--- config.mk ---
export PLATFORM = sky130hd
export DESIGN_NAME = input_panel_n_flat
export DESIGN_NICKNAME = d
export VERILOG_FILES = /design/src/rtl/input_panel_n_if.sv /design/src/rtl/input_panel_n.sv /design/src/flat_wrapper.sv
export SDC_FILE = /design/constraint.sdc
export NUM_CORES = 1
export LEC_CHECK = 0
export BUFFER_PORTS_ARGS = -buffer_cell sky130_fd_sc_hd__buf_4
export CAP_MARGIN = 20
export CORE_ASPECT_RATIO = 1.75
export CORE_MARGIN = 2
export CORE_UTILIZATION = 45
export CTS_CLUSTER_SIZE = 25
export DETAILED_ROUTE_END_ITERATION = 6
export HOLD_SLACK_MARGIN = 0.03
export PLACE_DENSITY_LB_ADDON = 0.08
export SLEW_MARGIN = 10
export SYNTH_ARGS = -nofsm -noshare
export SYNTH_HDL_FRONTEND = slang
export SYNTH_SLANG_ARGS = --single-unit
--- constraint.sdc ---
create_clock -name sysclk -period 6.3 [get_ports sysclk]
set_input_delay 0.315 -clock sysclk [delete_from_list [all_inputs] [get_ports sysclk]]
set_output_delay 0.315 -clock sysclk [all_outputs]
set_load 0.02 [all_outputs]
--- src/rtl/input_panel_n_if.sv ---
// Front-panel bundle: raw push-buttons in, committed/edited selections and strobes out.
interface input_panel_n_if #(
  parameter int N_CH  = 6,
  parameter int N_DIG = 3
);
  logic                 Left, Right, Up, Down, Enter;
  logic [4*N_DIG-1:0]   Value, ValueCache;
  logic [N_CH-1:0]      Motor, MotorCache;
  logic [2:0]           Cursor;
  logic                 Commit, Reject;

  modport master (output Left, Right, Up, Down, Enter,
                  input  Value, ValueCache, Motor, MotorCache, Cursor, Commit, Reject);
  modport slave  (input  Left, Right, Up, Down, Enter,
                  output Value, ValueCache, Motor, MotorCache, Cursor, Commit, Reject);
endinterface

--- src/rtl/input_panel_n.sv ---
// Front-panel entry: debounced buttons edit a one-hot motor cache and a BCD set-point
// cache; Enter commits both when the set-point is within range, otherwise rejects.
module input_panel_n #(
  parameter int N_CH       = 6,
  parameter int N_DIG      = 3,
  parameter int DB_CYCLES  = 4,
  parameter int REP_DELAY  = 0,
  parameter int REP_PERIOD = 8,
  parameter int VMAX       = 999
) (
  input  logic           sysclk,
  input  logic           rst,
  input_panel_n_if.slave pnl
);
  localparam int NB = 5;
  localparam int B_LEFT = 0, B_RIGHT = 1, B_UP = 2, B_DOWN = 3, B_ENTER = 4;
  localparam int CW = (DB_CYCLES > 1) ? $clog2(DB_CYCLES) : 1;

  logic [NB-1:0] raw, s1_q, s2_q, db_q, dbp_q, ev;
  logic [CW-1:0] dbc_q [NB];
  logic [1:0]    rep;

  assign raw = {pnl.Enter, pnl.Down, pnl.Up, pnl.Right, pnl.Left};

  // Synchronise, then accept a new level only after DB_CYCLES consecutive samples of it.
  always_ff @(posedge sysclk or negedge rst) begin
    if (!rst) begin
      s1_q  <= '0;
      s2_q  <= '0;
      db_q  <= '0;
      dbp_q <= '0;
      for (int b = 0; b < NB; b++) dbc_q[b] <= '0;
    end else begin
      s1_q  <= raw;
      s2_q  <= s1_q;
      dbp_q <= db_q;
      for (int b = 0; b < NB; b++) begin
        if (s2_q[b] == db_q[b]) begin
          dbc_q[b] <= '0;
        end else if (dbc_q[b] == CW'(DB_CYCLES - 1)) begin
          db_q[b]  <= s2_q[b];
          dbc_q[b] <= '0;
        end else begin
          dbc_q[b] <= dbc_q[b] + CW'(1);
        end
      end
    end
  end

  generate
    if (REP_DELAY > 0) begin : g_rep
      localparam int RMAX = (REP_DELAY > REP_PERIOD) ? REP_DELAY : REP_PERIOD;
      localparam int RW   = $clog2(RMAX + 1);
      logic [1:0][RW-1:0] rc_q;
      logic [1:0]         ron_q;

      // Repeat tick: first at REP_DELAY cycles past the press, then every REP_PERIOD.
      always_comb begin
        rep = '0;
        for (int j = 0; j < 2; j++)
          rep[j] = db_q[B_UP+j] & (ron_q[j] ? (rc_q[j] == RW'(REP_PERIOD))
                                            : (rc_q[j] == RW'(REP_DELAY)));
      end

      // Hold counters per Up/Down; cleared while released so the press cycle sees 0.
      always_ff @(posedge sysclk or negedge rst) begin
        if (!rst) begin
          rc_q  <= '0;
          ron_q <= '0;
        end else begin
          for (int j = 0; j < 2; j++) begin
            if (!db_q[B_UP+j]) begin
              rc_q[j]  <= '0;
              ron_q[j] <= 1'b0;
            end else if (rep[j]) begin
              rc_q[j]  <= RW'(1);
              ron_q[j] <= 1'b1;
            end else begin
              rc_q[j]  <= rc_q[j] + RW'(1);
            end
          end
        end
      end
    end else begin : g_norep
      assign rep = '0;
    end
  endgenerate

  assign ev = (db_q & ~dbp_q) | {1'b0, rep[1], rep[0], 2'b00};

  logic [N_DIG-1:0][3:0] vc_q, vc_d, val_q, val_d;
  logic [N_CH-1:0]       mc_q, mc_d, mot_q, mot_d;
  logic [2:0]            cur_q, cur_d;
  logic                  com_q, com_d, rej_q, rej_d;
  logic [15:0]           dec;

  // Decimal value of the edit cache for the range check.
  always_comb begin
    dec = '0;
    for (int k = N_DIG - 1; k >= 0; k--)
      dec = 16'(dec * 16'd10) + {12'd0, vc_q[k]};
  end

  // Act on the single highest-priority event; everything else is dropped.
  always_comb begin
    vc_d  = vc_q;
    mc_d  = mc_q;
    cur_d = cur_q;
    val_d = val_q;
    mot_d = mot_q;
    com_d = 1'b0;
    rej_d = 1'b0;
    if (ev[B_ENTER]) begin
      if (dec <= 16'(VMAX)) begin
        val_d = vc_q;
        mot_d = mc_q;
        com_d = 1'b1;
      end else begin
        rej_d = 1'b1;
      end
    end else if (ev[B_LEFT]) begin
      cur_d = (cur_q == 3'd0) ? 3'(N_DIG) : cur_q - 3'd1;
    end else if (ev[B_RIGHT]) begin
      cur_d = (cur_q == 3'(N_DIG)) ? 3'd0 : cur_q + 3'd1;
    end else if (ev[B_UP]) begin
      if (cur_q == 3'd0) mc_d = {mc_q[N_CH-2:0], mc_q[N_CH-1]};
      for (int k = 0; k < N_DIG; k++)
        if (cur_q == 3'(k + 1)) vc_d[k] = (vc_q[k] == 4'd9) ? 4'd0 : vc_q[k] + 4'd1;
    end else if (ev[B_DOWN]) begin
      if (cur_q == 3'd0) mc_d = {mc_q[0], mc_q[N_CH-1:1]};
      for (int k = 0; k < N_DIG; k++)
        if (cur_q == 3'(k + 1)) vc_d[k] = (vc_q[k] == 4'd0) ? 4'd9 : vc_q[k] - 4'd1;
    end
  end

  // Cache, cursor, committed outputs and strobes.
  always_ff @(posedge sysclk or negedge rst) begin
    if (!rst) begin
      vc_q  <= '0;
      mc_q  <= N_CH'(1);
      cur_q <= '0;
      val_q <= '0;
      mot_q <= '0;
      com_q <= 1'b0;
      rej_q <= 1'b0;
    end else begin
      vc_q  <= vc_d;
      mc_q  <= mc_d;
      cur_q <= cur_d;
      val_q <= val_d;
      mot_q <= mot_d;
      com_q <= com_d;
      rej_q <= rej_d;
    end
  end

  assign pnl.Value      = val_q;
  assign pnl.Motor      = mot_q;
  assign pnl.ValueCache = vc_q;
  assign pnl.MotorCache = mc_q;
  assign pnl.Cursor     = cur_q;
  assign pnl.Commit     = com_q;
  assign pnl.Reject     = rej_q;
endmodule

--- src/flat_wrapper.sv ---
// flat-port wrapper written by rule: the top's interface ports become plain ports
module input_panel_n_flat 
#(
  parameter int N_CH       = 6,
  parameter int N_DIG      = 3,
  parameter int DB_CYCLES  = 4,
  parameter int REP_DELAY  = 0,
  parameter int REP_PERIOD = 8,
  parameter int VMAX       = 999
)
  (sysclk, rst, pnl_Left, pnl_Right, pnl_Up, pnl_Down, pnl_Enter, pnl_Value, pnl_ValueCache, pnl_Motor, pnl_MotorCache, pnl_Cursor, pnl_Commit, pnl_Reject);
  input_panel_n_if #(.N_CH(N_CH), .N_DIG(N_DIG)) pnl_i ();
  input  logic sysclk;
  input  logic rst;
  input wire logic [$bits(pnl_i.Left)-1:0] pnl_Left;
  input wire logic [$bits(pnl_i.Right)-1:0] pnl_Right;
  input wire logic [$bits(pnl_i.Up)-1:0] pnl_Up;
  input wire logic [$bits(pnl_i.Down)-1:0] pnl_Down;
  input wire logic [$bits(pnl_i.Enter)-1:0] pnl_Enter;
  output wire logic [$bits(pnl_i.Value)-1:0] pnl_Value;
  output wire logic [$bits(pnl_i.ValueCache)-1:0] pnl_ValueCache;
  output wire logic [$bits(pnl_i.Motor)-1:0] pnl_Motor;
  output wire logic [$bits(pnl_i.MotorCache)-1:0] pnl_MotorCache;
  output wire logic [$bits(pnl_i.Cursor)-1:0] pnl_Cursor;
  output wire logic [$bits(pnl_i.Commit)-1:0] pnl_Commit;
  output wire logic [$bits(pnl_i.Reject)-1:0] pnl_Reject;
  assign pnl_i.Left = pnl_Left;
  assign pnl_i.Right = pnl_Right;
  assign pnl_i.Up = pnl_Up;
  assign pnl_i.Down = pnl_Down;
  assign pnl_i.Enter = pnl_Enter;
  assign pnl_Value = pnl_i.Value;
  assign pnl_ValueCache = pnl_i.ValueCache;
  assign pnl_Motor = pnl_i.Motor;
  assign pnl_MotorCache = pnl_i.MotorCache;
  assign pnl_Cursor = pnl_i.Cursor;
  assign pnl_Commit = pnl_i.Commit;
  assign pnl_Reject = pnl_i.Reject;
  input_panel_n #(.N_CH(N_CH), .N_DIG(N_DIG), .DB_CYCLES(DB_CYCLES), .REP_DELAY(REP_DELAY), .REP_PERIOD(REP_PERIOD), .VMAX(VMAX)) u_core (.sysclk(sysclk), .rst(rst), .pnl(pnl_i));
endmodule
# --- Word-level counts from Yosys, hierarchy flattened ---
# Cells that the tools add are included.
totals:
  ff_bits: 71
  inputBits: 7
  wordCells: 129
op_classes:
  n_addsub: 15
  multipliers: 2
  order_cmp: 1
  eq_ne: 24
  muxes: 36
  bitwise: 10
  n_reduce_logical: 17
op_table:
  columns: ["cell", "count"]
  rows:
  - ["$mux 4", 12]
  - ["$add 16x4->16", 2]
  - ["$mux 12", 2]
  - ["$mux 6", 4]
  - ["$reduce_and 6->1", 4]
  - ["$mux 2", 10]
  - ["$le 16x10->1 const B", 1]
  - ["$mul 16x3->15 const B", 1]
  - ["$ne 2x2->1 const B", 8]
  - ["$reduce_and 2->1", 7]
  - ["$add 4x1->4 const B", 3]
  - ["$eq 4x4->1 const B", 3]
  - ["$logic_not 4->1", 3]
  - ["$mux 3", 4]
  - ["$sub 4x1->4 const B", 3]
  - ["$add 2x1->2 const B", 5]
  - ["$eq 2x2->1 const B", 5]
  - ["$not 1->1", 8]
  - ["$mul 4x3->7 const B", 1]
  - ["$eq 3x2->1 const B", 2]
  - ["$and 5x5->5", 1]
  - ["$eq 1x1->1", 5]
  - ["$not 5->5", 1]
  - ["$mux 1", 4]
  - ["other kinds (5)", 6]

# --- Longest topological paths before layout ---
# Gate-level depths: netlist (run 1).
logic_depth:
  ltp_word: 7
  depth_mapped: 18
  ltp_nobuf: 17

# --- Worst setup path after synthesis (run 1) ---
# No wires, ideal clock.
synth_timing:
  path_kind: "reg-to-reg"
  start: "register u_core.vc_q, in the netlist u_core.pnl.ValueCache[9]"
  end: "register u_core.mot_q[1], in the netlist u_core.pnl.Motor[1]"
  t_arrival_ps: 4324
  required_ps: 6175
  setup_slack_ps: 1851
  path_stages_with_launch: 16
  path_buffers: 1
  synth_period_minus_slack_ps: 4449
  path_cell_list: "dfrtp_1 > ha_1 > ha_1 > fa_1 > o211ai_1 > nor2_1 > and4b_1 > ha_1 > ha_1 > xnor2_1 > or4b_1 > o21ai_2 > mux2_4 > nand4_4 > buf_6 > mux2_4"
synth_between:
  elab_chain_len: 6
synth_rtl:
  columns: ["element", "line", "source"]
  rows:
  - ["from (decl)", "input_panel_n.sv:91", "logic [N_DIG-1:0][3:0] vc_q, vc_d, val_q, val_d;"]
  - ["from (signal assigned)", "input_panel_n.sv:147", "vc_q <= vc_d;"]
  - ["$mul 4x3->7", "input_panel_n.sv:101", "dec = 16'(dec * 16'd10) + {12'd0, vc_q[k]};"]
  - ["$add 16x4->16", "input_panel_n.sv:101", null]
  - ["$mul 16x3->15", "input_panel_n.sv:101", null]
  - ["$add 16x4->16", "input_panel_n.sv:101", null]
  - ["$le 16x10->1", "input_panel_n.sv:114", "if (dec <= 16'(VMAX)) begin"]
  - ["$reduce_and 2->1 (no source line)", null, null]
  - ["to (signal assigned)", "input_panel_n.sv:151", "mot_q <= mot_d;"]
  - ["to (decl)", "input_panel_n.sv:92", "logic [N_CH-1:0] mc_q, mc_d, mot_q, mot_d;"]
# Every way passes these cells.
# A chain may end at the register's enable or synchronous reset.

# --- Worst setup path after layout (run 1) ---
layout_timing:
  start: "register u_core.vc_q, in the netlist u_core.pnl.ValueCache[9]"
  end: "register u_core.val_q, in the netlist u_core.pnl.Value[8]"
layout_between:
  elab_chain_len: 6
layout_rtl:
  columns: ["element", "line", "source"]
  rows:
  - ["$mul 4x3->7", "input_panel_n.sv:101", null]
  - ["$add 16x4->16", "input_panel_n.sv:101", null]
  - ["$mul 16x3->15", "input_panel_n.sv:101", null]
  - ["$add 16x4->16", "input_panel_n.sv:101", null]
  - ["$le 16x10->1", "input_panel_n.sv:114", null]
  - ["$reduce_and 2->1 (no source line)", null, null]
  - ["to (signal assigned)", "input_panel_n.sv:150", "val_q <= val_d;"]
  - ["to (decl)", "input_panel_n.sv:91", null]
# Every way passes these cells.

==> flow_summary.yaml, run 1 <==
grt:
  grt_pass1_wl_um: 14400
  grt_overflow: 0
  antenna_found_initial: 0
  grtUsageTotal_pct: 18.6
  grt_max_degree: 72
  grt_pass1_vias: 3048
synth:
  synthCells: 384
  syn_nets: 429
  yosys_warnings: 0
  synth_area_per_cell_sq_um: 10.6
  synth_top_cell_by_area: "dfrtp_1"
  ys_seq_area_share_pct: 43.5
  synth_area_leaders: "dfrtp_1 (43%), ha_1 (10%), xnor2_1 (3.9%)"
  synth_area_sq_um: 4080
  netlist.area_leader.share_pct: 42.9
  ys.flop_type: "dfrtp_1"
  async_flop_share_pct: 100
  synth_cell_type_count: 49
  ys_ff_latch: 71
  synth_edf_count: 0
routing:
  routed.top_layer: "met4"
  first_iter_violations: 133
  drt-pass1-iter-count: 4
  wirelength_um: 8440
  num_vias: 3011
  post_drt_via_cell_ratio: 5.44
  wl_met2_um: 4460
  drt-met1-wl_um: 3440
  route.detailed.drc: 0
  wl_met3_um: 324
  antenna_left: 0
  wl_per_cell_um: 15.3
critical_path:
  start_kind: "flip-flop"
  cp-end-kind: "flip-flop"
  crit_type: "reg -> reg"
  critPathMostFrequentCell: "ha_1"
  required_ns: 6.51
  critical-path-top-delay-family: "adder cells"
  arrival_ns: 5.11
  crit_buf_inv: 0
  crit_chain: "ha_1 > ha_1 > fa_1 > o211ai_1 > nor2_1 > and4b_1 > ha_1 > ha_1 > xnor2_1 > or4b_1 > o21ai_2 > mux2_4 > nand4_4 > mux2_2"
  max_stage_delay_ns: 0.61
  worst_path_max_delay_cell: "dfrtp_1"
  crit_fanout: 19
sta:
  tightest_slew_ns: 0.875
  clock-skew-final_ns: 0.00607
  timing.fmax_ghz: 0.204
  relSlewSlack_pct: 41.7
  rsz0062_at_grt: "false"
  fin_crit_sh_pct: 77.7
  finalCriticalPeriod_ns: 4.90
  hold_viol: 0
  setup_viol: 0
  finalMaxSlewViolations: 0
  setup_tns_ns: 0
cells_and_area:
  area_growth_pct: 19.1
  final_common_cell: "dfrtp_1"
  fillers: 810
  layout.nets: 473
  mostFrequentLayoutCells: "dfrtp_1 (70), buf_4 (48), ha_1 (34)"
  drive_gt1_share_pct: 21.0
  diodes: 0
run_status:
  status: "complete, no violations"
placed_design:
  dp_hpwl_um: 6120
  place_congestion: 0.862
  port_buffers: 47
floorplan:
  die_height_um: 130
  start_util_pct: 45.8
  num_io_pins: 48
  dieArea_sq_um: 9880
  placementRows: 46
  die_w_um: 76.0
  coreArea_sq_um: 8920
clock_network:
  clock_sinks: 71
  clk_pin_slew_ns: 0.06
  cts_tree: "yes"
  root_buffer: "clkbuf_16"
  insertion_delay_ns: 0.33
  cts_setup_buffers: 0
  cts_resized: 0
  cts_made_buffers: 9
  ctsHoldBuffers: 0
  cts.path.max_buffers: 2
  htreeDepth: 3
run:
  drv_cap: 0
min_path:
  hp-class: "in -> reg"
## routing by layer
layer | global-route usage (%) | vias up
met3 | 5.39 | 15
met2 | 33.5 | 53
met1 | 20.3 | 1469
li1 | - | 1474
met5 | 0 | -
met4 | 8.66 | 0
## kinds of logic (layout without fill, tap and decap cells)
kind of cell / count (synthesis) / count (layout) / synth area share (%)
simple gates: 104 / 104 / 13.5
xor+xnor: 21 / 21 / 4.50
flops: 71 / 71 / 43.5
mux: 31 / 31 / 9.22
compound gates: 89 / 89 / 13.9
fa+ha+maj: 38 / 38 / 12.4
buf+inv: 30 / 79 / 2.94
## sequential cells by signal (all words and copies together), names as in the netlist, 5 cells and up
register / cells
u_core.pnl.MotorCache: 6
u_core.pnl.ValueCache: 12
u_core.pnl.Value: 12
u_core.pnl.Motor: 6
u_core.s2_q: 5
u_core.dbc_q: 10
u_core.db_q: 5
u_core.dbp_q: 5
u_core.s1_q: 5
## worst register-to-register path, stage by stage (launching register included)
cell and delay [ns]:
dfrtp_1 0.61, ha_1 0.32, ha_1 0.22, fa_1 0.55, o211ai_1 0.10, nor2_1 0.19, and4b_1 0.29, ha_1 0.26
ha_1 0.37, xnor2_1 0.19, or4b_1 0.50, o21ai_2 0.15, mux2_4 0.33, nand4_4 0.29, mux2_2 0.40
## cell type report
class                      count  area [sq um]  share of cell area (%)
clock buffer                  11           253                    5.20
multi-input combinational    283          2190                    44.9
inverter                      15          56.3                    1.16
timing repair buffer          48           360                    7.41
clock inverter                 5          80.1                    1.65
tap                          120           150                    3.09
sequential                    71          1780                    36.6
## cells in the mapped netlist, drive strengths merged, types with 2 or more instances
master	count
o31ai	6
nor4b	2
o211ai	4
inv	15
ha	34
a31oi	3
xnor2	18
or4	2
nor4	3
and3	2
xor2	3
o21ai	30
nor3	11
o22ai	4
o32ai	2
o41ai	3
nand3	6
mux2	23
o221ai	2
a21oi	15
nor2	19
clkbuf	13
o311ai	3
nor2b	8
mux2i	8
nand2	29
a211oi	6
nand2b	13
fa	4
a21o	7
buf	2
nand3b	2
dfrtp	70
## stage by stage
step	hold WS (ns)	setup slack [ns]	util, %	cell area (sq um)	instances
CTS	0.0789	1.35	54.5	4860	553
global route	0.0667	1.04	54.5	4860	553
global placement	0.333	1.44	50.8	4530	537
detailed placement	0.335	1.39	50.8	4530	537
floorplan	0.0194	1.85	-	4080	384
finish	0.0836	1.40	54.5	4860	553
## final timing paths
kind	startpoint	to	slack, ns	depth (start not counted)
setup / recovery	u_core.pnl.ValueCache[9]$_DFFE_PN0P_	u_core.pnl.Value[8]$_DFFE_PN0P_	1.40	14
min in group asynchronous	rst	u_core.pnl.Reject$_DFF_PN0_	0.09	1
setup reg to reg	u_core.pnl.ValueCache[9]$_DFFE_PN0P_	u_core.pnl.Value[8]$_DFFE_PN0P_	1.40	14
hold / removal	pnl_Enter	u_core.s1_q[4]$_DFF_PN0_	0.08	1
hold reg to reg	u_core.s1_q[1]$_DFF_PN0_	u_core.s2_q[1]$_DFF_PN0_	0.34	0
max in group asynchronous	rst	u_core.pnl.Value[4]$_DFFE_PN0P_	5.62	1
Power of run 1 is not shown: default switching activity piles up to over one toggle a cycle in this logic, so the estimate is an artifact.
==> run 2: changes to the inputs <==
==> constraint.sdc (replaced) <==
create_clock -name sysclk -period 4.1 [get_ports sysclk]
set_input_delay 0.205 -clock sysclk [delete_from_list [all_inputs] [get_ports sysclk]]
set_output_delay 0.205 -clock sysclk [all_outputs]
set_load 0.02 [all_outputs]
==> flow_summary.yaml, run 2 (same netlist as run 1, synthesis figures left out) <==
routing:
  post_drt_via_cell_ratio: 5.31
  first_iter_violations: 99
  antenna_left: 0
  drt-pass1-iter-count: 4
  wl_per_cell_um: 15.7
  route.detailed.drc: 0
  num_vias: 3205
  wirelength_um: 9480
min_path:
  hp-class: "reg -> reg"
  min_path_cells: 0
  min_to: "u_core.s2_q[4]$_DFF_PN0_"
  worstHoldStart: "u_core.s1_q[4]$_DFF_PN0_"
placed_design:
  numPlacedInstances: 577
  place_congestion: 0.808
  port_buffers: 47
  dp_hpwl_um: 6790
  pre_cts_slack_ns: -0.322
floorplan:
  die_w_um: 76.0
  dieArea_sq_um: 9880
  die_height_um: 130
  placementRows: 46
  start_util_pct: 45.8
  num_io_pins: 48
  coreArea_sq_um: 8920
run_status:
  violations: "setup timing"
  status: "complete, but fails checks"
sta:
  relSlewSlack_pct: 42.0
  timing.fmax_ghz: 0.234
  fin_crit_sh_pct: 104
  setup_viol: 18
  finalCriticalPeriod_ns: 4.28
  finalMaxSlewViolations: 0
  layout_setup_ws_ns: -0.176
  hold_viol: 0
  clock-skew-final_ns: 0.00675
  rsz0062_at_grt: "true"
  tightest_slew_ns: 0.870
clock_network:
  clock_sinks: 71
  cts.path.max_buffers: 2
  root_buffer: "clkbuf_16"
  insertion_delay_ns: 0.33
  cts_made_buffers: 9
  htreeDepth: 3
  cts_tree: "yes"
  clk_pin_slew_ns: 0.05
critical_path:
  worstRegToRegCells: 17
  cp-end-kind: "flip-flop"
  arrival_ns: 4.49
  required_ns: 4.31
  crit_fanout: 6
  rr_startpoint: "u_core.pnl.ValueCache[11]$_DFFE_PN0P_"
  rr_endpoint: "u_core.pnl.Value[7]$_DFFE_PN0P_"
  crit_type: "reg -> reg"
  start_kind: "flip-flop"
  r2r_slack_ns: -0.18
grt:
  grt_max_degree: 72
  antenna_found_initial: 0
  grtUsageTotal_pct: 20.1
  grt_pass1_wl_um: 15600
  grt_pass1_vias: 3259
  grt_overflow: 0
cells_and_area:
  final_common_cell: "buf_4"
  area_growth_pct: 36.6
  layout.nets: 526
  fin_cells: 604
  mostFrequentLayoutCells: "buf_4 (91), dfrtp_1 (66), nand2_1 (28)"
  diodes: 0
  drive_gt1_share_pct: 35.7
run:
  drv_cap: 0
run 2: layout make-up:
class	count	area (sq um)
Fill cell	722	3340
Multi-Input combinational cell	283	2470
Sequential cell	71	1780
Timing Repair Buffer	101	811
Clock buffer	9	225
Tap cell	120	150
Clock inverter	5	83.8
Inverter	15	56.3
run 2: per-layer routing:
metal / routed length, um / GRT usage [%] / vias to the layer above
met2: 5360 / 38.2 / 48
met4: 186 / 9.95 / 0
met5: 0 / 0 / -
met3: 242 / 3.39 / 13
met1: 3690 / 21.4 / 1577
li1: - / - / 1567
run 2: worst max-delay path by stage:
stage,start,slack [ns],cells after the start,end
3_3_place_gp,u_core.pnl.ValueCache[8]$_DFFE_PN0P_,-0.26,16,u_core.pnl.Value[2]$_DFFE_PN0P_
4_1_cts,u_core.pnl.ValueCache[11]$_DFFE_PN0P_,-0.18,16,u_core.pnl.Value[4]$_DFFE_PN0P_
2_1_floorplan,u_core.pnl.ValueCache[9]$_DFFE_PN0P_,-0.22,15,u_core.pnl.Motor[1]$_DFFE_PN0P_
6_report,u_core.pnl.ValueCache[11]$_DFFE_PN0P_,-0.18,17,u_core.pnl.Value[7]$_DFFE_PN0P_
3_5_place_dp,u_core.pnl.ValueCache[8]$_DFFE_PN0P_,-0.32,15,u_core.pnl.Value[1]$_DFFE_PN0P_
5_1_grt,u_core.pnl.ValueCache[11]$_DFFE_PN0P_,-0.31,17,u_core.pnl.Value[7]$_DFFE_PN0P_
run 2: what timing repair did:
| action | in CTS | in global routing |
|---|---|---|
| cloned | 1 | 0 |
| pin swaps | 13 | 10 |
| setup endpoints to repair | 19 | 19 |
| resized for setup | 30 | 14 |
| hold buffers | 6 | 0 |
| setup buffers | 3 | 3 |
| hold endpoints to repair | 10 | 0 |
run 2: worst max-delay path, stage by stage (launching register included):
cell       delay [ns]
dfrtp_2          0.42
ha_4             0.25
ha_4             0.16
fa_2             0.58
nand3_2          0.10
nor2_2           0.14
xor2_1           0.17
nand2_1          0.08
o21ai_2          0.10
ha_4             0.24
ha_4             0.28
inv_2            0.04
or4b_4           0.50
o21ai_2          0.15
mux2_4           0.33
nand4_4          0.13
clkbuf_16        0.18
mux2_4           0.29
run 2: stage by stage:
step / hold slack (ns) / util (%) / TNS (ns) / cell area [sq um]
2_1_floorplan: -0.0906 / - / -2.89 / 4180
3_3_place_gp: 0.314 / 55.3 / -4.26 / 4930
3_5_place_dp: 0.315 / 55.3 / -5.23 / 4930
4_1_cts: 0.349 / 61.7 / -2.84 / 5510
5_1_grt: 0.355 / 62.5 / -5.07 / 5580
6_report: 0.346 / 62.5 / -2.74 / 5580
Power of run 2 is left out for the same reason.
==> run 3: changes to the inputs <==
==> constraint.sdc (replaced) <==
create_clock -name sysclk -period 4.1 [get_ports sysclk]
set_input_delay 0.82 -clock sysclk [delete_from_list [all_inputs] [get_ports sysclk]]
set_output_delay 0.82 -clock sysclk [all_outputs]
set_load 0.02 [all_outputs]
==> flow_summary.yaml, run 3 (same netlist as run 1, synthesis figures left out) <==
sta:
  hold_viol: 0
  rsz0062_at_grt: "true"
  hold_slack_ns: 0.346
  layout_setup_ws_ns: -0.175
  tightest_slew_ns: 0.865
  setup_viol: 18
  finalMaxSlewViolations: 0
  relSlewSlack_pct: 42.4
  fin_crit_sh_pct: 104
  clock-skew-final_ns: 0.00681
  timing.fmax_ghz: 0.234
  finalCriticalPeriod_ns: 4.28
routing:
  num_vias: 3202
  antenna_left: 0
  first_iter_violations: 104
  post_drt_via_cell_ratio: 5.35
  wirelength_um: 9440
  drt-pass1-iter-count: 4
  route.detailed.drc: 0
  wl_per_cell_um: 15.8
placed_design:
  port_buffers: 47
  place_congestion: 0.808
  dp_hpwl_um: 6790
clock_network:
  cts.path.max_buffers: 2
  root_buffer: "clkbuf_16"
  clock_sinks: 71
  htreeDepth: 3
  clk_pin_slew_ns: 0.05
  cts_made_buffers: 9
  insertion_delay_ns: 0.33
  cts_tree: "yes"
critical_path:
  crit_type: "reg -> reg"
  worst_path_max_delay_cell: "fa_2"
  rr_endpoint: "u_core.pnl.Value[7]$_DFFE_PN0P_"
  required_ns: 4.31
  rr_startpoint: "u_core.pnl.ValueCache[11]$_DFFE_PN0P_"
  crit_fanout: 6
  start_kind: "flip-flop"
  critPathMostFrequentCell: "ha_4"
  cp-end-kind: "flip-flop"
  worstRegToRegCells: 17
  max_stage_delay_ns: 0.58
  r2r_slack_ns: -0.18
  crit_chain: "ha_4 > ha_4 > fa_2 > nand3_2 > nor2_2 > xor2_1 > nand2_1 > o21ai_2 > ha_4 > ha_4 > inv_2 > or4b_4 > o21ai_2 > mux2_4 > nand4_4 > clkbuf_16 > mux2_4"
  arrival_ns: 4.49
run:
  drv_cap: 0
grt:
  grt_max_degree: 72
  met1_usage_pct: 21.4
  grt_overflow: 0
  met3_usage_pct: 3.39
  use_met2_pct: 38.1
  grt_pass1_wl_um: 15600
  antenna_found_initial: 0
  grt_busiest_layer: "met2"
  grt_pass1_vias: 3238
  grtUsageTotal_pct: 20.0
cells_and_area:
  fillers: 727
  drive_gt1_share_pct: 36.2
  area_growth_pct: 35.1
  layout.nets: 520
  final_common_cell: "buf_4"
  regArea_sq_um: 1780
  multi_input_area_sq_um: 2470
  mostFrequentLayoutCells: "buf_4 (91), dfrtp_1 (66), nand2_1 (28)"
  diodes: 0
floorplan:
  dieArea_sq_um: 9880
  start_util_pct: 45.8
  placementRows: 46
  coreArea_sq_um: 8920
  die_w_um: 76.0
  num_io_pins: 48
  die_height_um: 130
min_path:
  min_to: "u_core.s2_q[4]$_DFF_PN0_"
  min_path_cells: 0
  worstHoldStart: "u_core.s1_q[4]$_DFF_PN0_"
  hp-class: "reg -> reg"
run_status:
  status: "complete, but fails checks"
  violations: "setup timing"
-- run 3: changes by cell type in the layout (fill, tap and decap cells not counted), sizes merged --
cell,delta
dlygate4sd3,-6
-- run 3: worst max-delay path by stage --
stage                     slack, ns                              end  depth (start not counted)                                  start
final                         -0.18  u_core.pnl.Value[7]$_DFFE_PN0P_                         17  u_core.pnl.ValueCache[11]$_DFFE_PN0P_
after global routing          -0.31  u_core.pnl.Value[7]$_DFFE_PN0P_                         17  u_core.pnl.ValueCache[11]$_DFFE_PN0P_
after floorplan               -0.22  u_core.pnl.Motor[1]$_DFFE_PN0P_                         15   u_core.pnl.ValueCache[9]$_DFFE_PN0P_
after global placement        -0.26  u_core.pnl.Value[2]$_DFFE_PN0P_                         16   u_core.pnl.ValueCache[8]$_DFFE_PN0P_
after CTS                     -0.18  u_core.pnl.Value[4]$_DFFE_PN0P_                         16  u_core.pnl.ValueCache[11]$_DFFE_PN0P_
after detailed placement      -0.32  u_core.pnl.Value[1]$_DFFE_PN0P_                         15   u_core.pnl.ValueCache[8]$_DFFE_PN0P_
-- run 3: area by class of cell --
| class | instances | share of cell area (%) |
|---|---|---|
| Sequential cell | 71 | 32.3 |
| Tap cell | 120 | 2.72 |
| Inverter | 15 | 1.02 |
| Timing Repair Buffer | 95 | 13.6 |
| Multi-Input combinational cell | 283 | 44.7 |
| Clock buffer | 9 | 4.08 |
| Clock inverter | 5 | 1.52 |
-- run 3: per-stage QoR --
stage	cell area, sq um	worst slack (ns)	util (%)	cells	setup TNS (ns)
2_1_floorplan	4180	-0.221	-	384	-2.89
3_3_place_gp	4930	-0.257	55.3	577	-4.26
3_5_place_dp	4930	-0.322	55.3	577	-5.23
4_1_cts	5450	-0.183	61.1	595	-2.84
5_1_grt	5520	-0.306	61.8	598	-5.07
6_report	5520	-0.175	61.8	598	-2.73
-- run 3: what timing repair did --
action,in CTS,in global routing
cloned,1,0
buffers inserted,3,3
endpoints found under the setup margin,19,19
hold buffers,0,0
gates resized for setup,30,14
pin swaps,13,10
-- run 3: worst max-delay path: cells and delay by family, from the launching register on --
kind	cells	cell delay, ns
flip-flops	1	0.42
XOR/XNOR	1	0.17
AO/OA/AOI/OAI	2	0.25
multiplexers	2	0.62
buffers and inverters	2	0.22
AND/OR/NAND/NOR	5	0.95
adder cells (fa/ha/maj)	5	1.51
-- run 3: metal layers --
metal | part of all wire, % | vias to the layer above
met3 | 2.4 | 17
met1 | 39 | 1583
met5 | 0 | -
met4 | 2.6 | 0
met2 | 56 | 49
li1 | - | 1553
Power of run 3 is left out for the same reason.
